### src/rtl/hsv_param_sched.sv
// hsv_param_sched
// Frame-synchronous parameter controller for the HSV adjust stage. Host writes
// land in shadow registers. A commit arms the block, and the live outputs only
// change on the next accepted start-of-frame beat. Optional ramp mode walks the
// sat/val gain/loss bytes toward their targets by RAMP_STEP per frame.
//
// Ports:
//   clk, reset          pixel clock, asynchronous active-high reset
//   wr_en/wr_addr/wr_data  host writes: 0=ctrl 1=hue 2=sat 3=val 4=commit
//                          (commit: bit0=go, bit1=ramp mode)
//   in_valid/in_ready/in_user  snooped HSV stage input handshake + user field
//   isp_ctrl, isp_hue_offset, isp_sat_gain_loss, isp_val_gain_loss  live values
//   pending             commit armed, waiting for SOF
//   busy                ramp in progress
module hsv_param_sched #(
    parameter int unsigned RAMP_STEP = 8,
    parameter int unsigned SOF_BIT   = 0
) (
    input  logic        clk,
    input  logic        reset,
    input  logic        wr_en,
    input  logic [2:0]  wr_addr,
    input  logic [15:0] wr_data,
    input  logic        in_valid,
    input  logic        in_ready,
    input  logic [7:0]  in_user,
    output logic [15:0] isp_ctrl,
    output logic [15:0] isp_hue_offset,
    output logic [15:0] isp_sat_gain_loss,
    output logic [15:0] isp_val_gain_loss,
    output logic        pending,
    output logic        busy
);

    typedef enum logic [1:0] {IDLE, ARMED, RAMP} state_t;

    localparam logic [8:0] STEP9   = 9'(RAMP_STEP);
    localparam logic [2:0] SOF_IDX = 3'(SOF_BIT);

    state_t      state, state_nxt;
    logic [15:0] sh_ctrl, sh_hue, sh_sat, sh_val;
    logic [15:0] tgt_sat, tgt_val;
    logic        ramp_mode;

    logic        sof, commit;
    logic        apply, take_direct, take_step, busy_nxt, step_done;
    logic [15:0] sat_t, val_t, sat_step, val_step;
    logic        unused_user;

    assign unused_user = ^in_user;

    assign sof    = in_valid & in_ready & in_user[SOF_IDX];
    assign commit = wr_en & (wr_addr == 3'd4) & wr_data[0];

    // One step of a byte toward its target; a move that would reach or cross
    // the target lands exactly on it, so the byte never wraps.
    function automatic logic [7:0] step_byte(input logic [7:0] cur, input logic [7:0] tgt);
        logic [8:0] diff;
        logic [7:0] res;
        diff = '0;
        res  = tgt;
        if (cur < tgt) begin
            diff = {1'b0, tgt} - {1'b0, cur};
            if (diff > STEP9) res = cur + STEP9[7:0];
        end else if (cur > tgt) begin
            diff = {1'b0, cur} - {1'b0, tgt};
            if (diff > STEP9) res = cur - STEP9[7:0];
        end
        return res;
    endfunction

    // On the arming SOF the new targets come straight from the shadows, so
    // the first ramp step can be taken on that same beat.
    assign sat_t    = (state == ARMED) ? sh_sat : tgt_sat;
    assign val_t    = (state == ARMED) ? sh_val : tgt_val;
    assign sat_step = {step_byte(isp_sat_gain_loss[15:8], sat_t[15:8]),
                       step_byte(isp_sat_gain_loss[7:0],  sat_t[7:0])};
    assign val_step = {step_byte(isp_val_gain_loss[15:8], val_t[15:8]),
                       step_byte(isp_val_gain_loss[7:0],  val_t[7:0])};
    assign step_done = (sat_step == sat_t) && (val_step == val_t);

    always_ff @(posedge clk or posedge reset) begin
        if (reset) state <= IDLE;
        else       state <= state_nxt;
    end

    always_comb begin
        state_nxt   = state;
        busy_nxt    = busy;
        apply       = 1'b0;
        take_direct = 1'b0;
        take_step   = 1'b0;
        unique case (state)
            IDLE: begin
                if (commit) state_nxt = ARMED;
            end
            ARMED: begin
                if (sof) begin
                    apply = 1'b1;
                    if (ramp_mode) begin
                        take_step = 1'b1;
                        busy_nxt  = !step_done;
                        state_nxt = step_done ? IDLE : RAMP;
                    end else begin
                        take_direct = 1'b1;
                        busy_nxt    = 1'b0;
                        state_nxt   = IDLE;
                    end
                end
            end
            RAMP: begin
                // A re-arm takes precedence; that SOF is not used for a step.
                if (commit) begin
                    state_nxt = ARMED;
                end else if (sof) begin
                    take_step = 1'b1;
                    if (step_done) begin
                        busy_nxt  = 1'b0;
                        state_nxt = IDLE;
                    end
                end
            end
            default: state_nxt = IDLE;
        endcase
    end

    always_ff @(posedge clk or posedge reset) begin
        if (reset) begin
            sh_ctrl           <= '0;
            sh_hue            <= '0;
            sh_sat            <= '0;
            sh_val            <= '0;
            tgt_sat           <= '0;
            tgt_val           <= '0;
            ramp_mode         <= 1'b0;
            busy              <= 1'b0;
            isp_ctrl          <= '0;
            isp_hue_offset    <= '0;
            isp_sat_gain_loss <= '0;
            isp_val_gain_loss <= '0;
        end else begin
            if (wr_en) begin
                case (wr_addr)
                    3'd0:    sh_ctrl <= wr_data;
                    3'd1:    sh_hue  <= wr_data;
                    3'd2:    sh_sat  <= wr_data;
                    3'd3:    sh_val  <= wr_data;
                    default: ;
                endcase
            end
            if (commit) ramp_mode <= wr_data[1];
            if (apply) begin
                isp_ctrl       <= sh_ctrl;
                isp_hue_offset <= sh_hue;
                tgt_sat        <= sh_sat;
                tgt_val        <= sh_val;
            end
            if (take_direct) begin
                isp_sat_gain_loss <= sh_sat;
                isp_val_gain_loss <= sh_val;
            end
            if (take_step) begin
                isp_sat_gain_loss <= sat_step;
                isp_val_gain_loss <= val_step;
            end
            busy <= busy_nxt;
        end
    end

    assign pending = (state == ARMED);

endmodule

### config.mk
export PLATFORM = sky130hd
export DESIGN_NAME = hsv_param_sched
export DESIGN_NICKNAME = d
export VERILOG_FILES = /design/src/rtl/hsv_param_sched.sv
export SDC_FILE = /design/constraint.sdc
export NUM_CORES = 1
export LEC_CHECK = 0
export CAP_MARGIN = 5
export CORE_ASPECT_RATIO = 2
export CORE_MARGIN = 2
export CORE_UTILIZATION = 35
export DETAILED_ROUTE_END_ITERATION = 16
export PLACE_DENSITY = 0.62
export SLEW_MARGIN = 20
export SYNTH_ARGS = -nofsm -noshare
export SYNTH_HDL_FRONTEND = slang
export SYNTH_SLANG_ARGS = --single-unit
### constraint.sdc
create_clock -name clk -period 11.35 [get_ports clk]
set_clock_uncertainty 0.15 [all_clocks]
set_input_delay 2.8375 -clock clk [delete_from_list [all_inputs] [get_ports clk]]
set_output_delay 2.8375 -clock clk [all_outputs]
set_load 0.01 [all_outputs]
==> summary.md <==
| Metric | Value |
|---|---|
| Status | completed |
| Die span in y | 260 µm |
| Port Buffers | 90 |
| Initial Util | 35.7% |
| Reg2reg start | state[1]$_DFFE_PP0P_ |
| Synth Register Bits | 164 |
| Critical Path RT | 11.53 ns |
| Final #Nets | 1334 |
| R2r worst-path depth | 18 |
| Top cell type's share of synthesized area | 35.7% |
| H-tree Lvls | 4 |
| Drt wl/cell | 18.4 µm |
| CP Launch Type | flip-flop |
| Post-synth ARST share | 100% |
| RSZ-0062 raised after global routing | false |
| Post-DP HPWL | 23700 µm |
| Clock tree buffer depth | 2 |
| Reg-to-reg setup timing slack | 4.90 ns |
| Share of cells above drive strength 1 | 18.4% |
| Top cells by count, synth | dfrtp_1, mux2_2, a21oi_1 |
| Pre-Repair DR Iteration Count | 4 |
| Post_cts resized | 0 |
| Worst Tran Pin Value | 1.03 ns |
| Worst-case hold path end point | busy$_DFFE_PP0P_ |
| Critical R2R Capture | state[0]$_DFFE_PP0P_ |
| Ports | 98 |
| Synth warn | 0 |
| Count of distinct cell types in the synthesized netlist | 90 |
| Cell area after layout | 13400 µm² |
| Synth Net Count | 1278 |
| Dpl cell area | 12800 µm² |
| Hold Path Origin | busy$_DFFE_PP0P_ |
| Top post-synthesis cells by area | dfrtp_1, mux2_2, ha_1 |
| Maximum number of pins on one net before global-route repair | 88 |
| Endpoints failing setup | 0 |
| Drt drc | 0 |
| Routed Wire Length | 30700 µm |
| CP Class | flip-flop to flip-flop |
| Element type at the critical path end | flip-flop |
| Iter 0 DRT Violations | 434 |
| Die Width | 132 µm |
| Hold buffer count at cts | 0 |
| Synthesized area | 11500 µm² |
| Area growth syn-to-layout | 16.7% |
| Hold WC Path Type | flip-flop to flip-flop |
| Commonest register cell after synthesis | dfrtp_1 |
| Cell taking the most area after synthesis | dfrtp_1 |
| Tot GR Track Use | 18.0% |
| Pins over their slew limit | 0 |
| Final Cycle Share | 56.9% |
| Antenna cells | 0 |
| Core Area | 32200 µm² |
| Setup WS pre-CTS | 5.00 ns |
| Sequential element share of the synthesized area | 35.7% |
| Clock slew at reported path FFs | 0.06 ns |
| Cells after synthesis | 1170 |
| Clock sinks | 164 |
| Die area | 34400 µm² |
| Gp weighted congestion | 0.872 |
| Num rows | 93 |
| Total global routing overflow | 0 |
| Vias | 9167 |
| Post-synth EDFFs | 0 |
| Max_slew headroom | 31.5% |
| WHS Path Cells | 1 |
| Vias in the first global route | 9372 |
| Top-count cell post-synth | dfrtp_1 |
| TritonCTS clock tree | done |
| Syn Area/Cell | 9.82 µm² |
| Vias per cell | 5.50 |
| Clk_lat worst skew | 0.43 ns |
| Final WS setup | 4.90 ns |
| Peak fanout along the critical path | 21 |
| Initial antenna violation count | 0 |
| Routed Antenna Nets | 0 |
| First-pass GRT wire length | 49400 µm |
| CTS Root Cell | clkbuf_16 |
| # Max-Cap Violations | 0 |
| Peak Freq | 155 MHz |
| CP arrival | 6.64 ns |
| Fin. Hold Viols | 0 |
| Fin Setup TNS | 0 ns |
| Postcts setup bufs | 0 |
| Min Tclk post-route | 6.45 ns |
| Total CTS buffers | 17 |
## placed cells by master, fill, tap and decap left out, drive strengths merged, types with 8 or more instances in the layout
master,synthesis,layout
a21o,13,13
xor2,8,8
nand2,71,71
mux2,146,146
o21ai,36,36
clkbuf,40,19
ha,72,72
nand3,21,21
nor3,16,16
nor2,68,68
xnor2,41,41
o21a,15,15
clkdlybuf4s50,0,90
nand2b,9,9
mux2i,23,23
and3,11,11
o22ai,26,26
a21oi,85,85
nor2b,10,10
inv,82,87
nand4,12,12
nor4,10,10
dfrtp,164,164
or2,9,9
a211oi,17,17
buf,22,9
## stage by stage
| step | instances | hold slack (ns) | utilization [%] |
|---|---|---|---|
| 6_report | 1666 | 0.345 | 41.6 |
| 5_1_grt | 1666 | 0.364 | 41.6 |
| 4_1_cts | 1666 | 0.346 | 41.6 |
| 3_5_place_dp | 1634 | 0.326 | 39.6 |
| 3_3_place_gp | 1634 | 0.319 | 39.6 |
| 2_1_floorplan | 1170 | 0.325 | - |
## critical path, cell delays in order (launching register included)
cell and delay (ns):
dfrtp_1 0.42, inv_1 0.09, ha_2 0.52, buf_4 0.45, mux2i_1 0.54, inv_1 0.20
ha_1 0.48, nand2_1 0.10, or3_1 0.37, a22o_1 0.22, a2111oi_2 0.40, a21o_1 0.45
nand2_1 0.24, nand2_1 0.12, o2111ai_1 0.24, or4_4 0.59, a2111oi_4 0.39, a21boi_2 0.11
o32ai_2 0.26
## how the worst max path moves through the flow
stage                         startpoint                    to  slack [ns]  depth (start not counted)
finish              state[1]$_DFFE_PP0P_  state[0]$_DFFE_PP0P_        4.90                         18
floorplan                          reset      busy$_DFFE_PP0P_        3.93                          1
CTS                 state[1]$_DFFE_PP0P_  state[0]$_DFFE_PP0P_        4.98                         18
global route        state[1]$_DFFE_PP0P_  state[0]$_DFFE_PP0P_        4.58                         18
detailed placement  state[1]$_DFFE_PP0P_  state[0]$_DFFE_PP0P_        5.00                         18
global placement    state[1]$_DFFE_PP0P_      busy$_DFFE_PP0P_        5.16                         18
## routing by layer
metal	global-route usage [%]	part of all wire [%]	vias up
li1	-	-	4375
met4	11.1	5.3	0
met3	2.48	3.1	78
met2	34.7	55	202
met1	18.1	37	4512
met5	0	0	-
## state kept, by name, summed over array words and instances, names as in the netlist
name               flops
isp_ctrl              16
isp_hue_offset        16
isp_sat_gain_loss     16
isp_val_gain_loss     16
sh_ctrl               16
sh_hue                16
sh_sat                16
sh_val                16
tgt_sat               16
tgt_val               16
state                  2
busy                   1
ramp_mode              1
## cells by family after synthesis
family	after synthesis	share of synthesized area (%)
AO/OA/AOI/OAI	292	17.9
multiplexers	169	16.5
adder cells (fa/ha/maj)	76	8.54
AND/OR/NAND/NOR	276	12.4
flip-flops	164	35.7
XOR/XNOR	49	3.73
buffers and inverters	144	5.25
## layout make-up
type | instances | area [µm²]
multi-input cells | 862 | 6840
repair buffers | 99 | 972
inverters | 82 | 313
flip-flops and latches | 164 | 4100
well taps | 427 | 534
clock buffers | 19 | 433
fillers | 3202 | 18800
clock inverters | 13 | 221
Power is left out: the tool's default activity adds up to more than one toggle a clock period on the data nets, which glitch-free logic cannot reach.
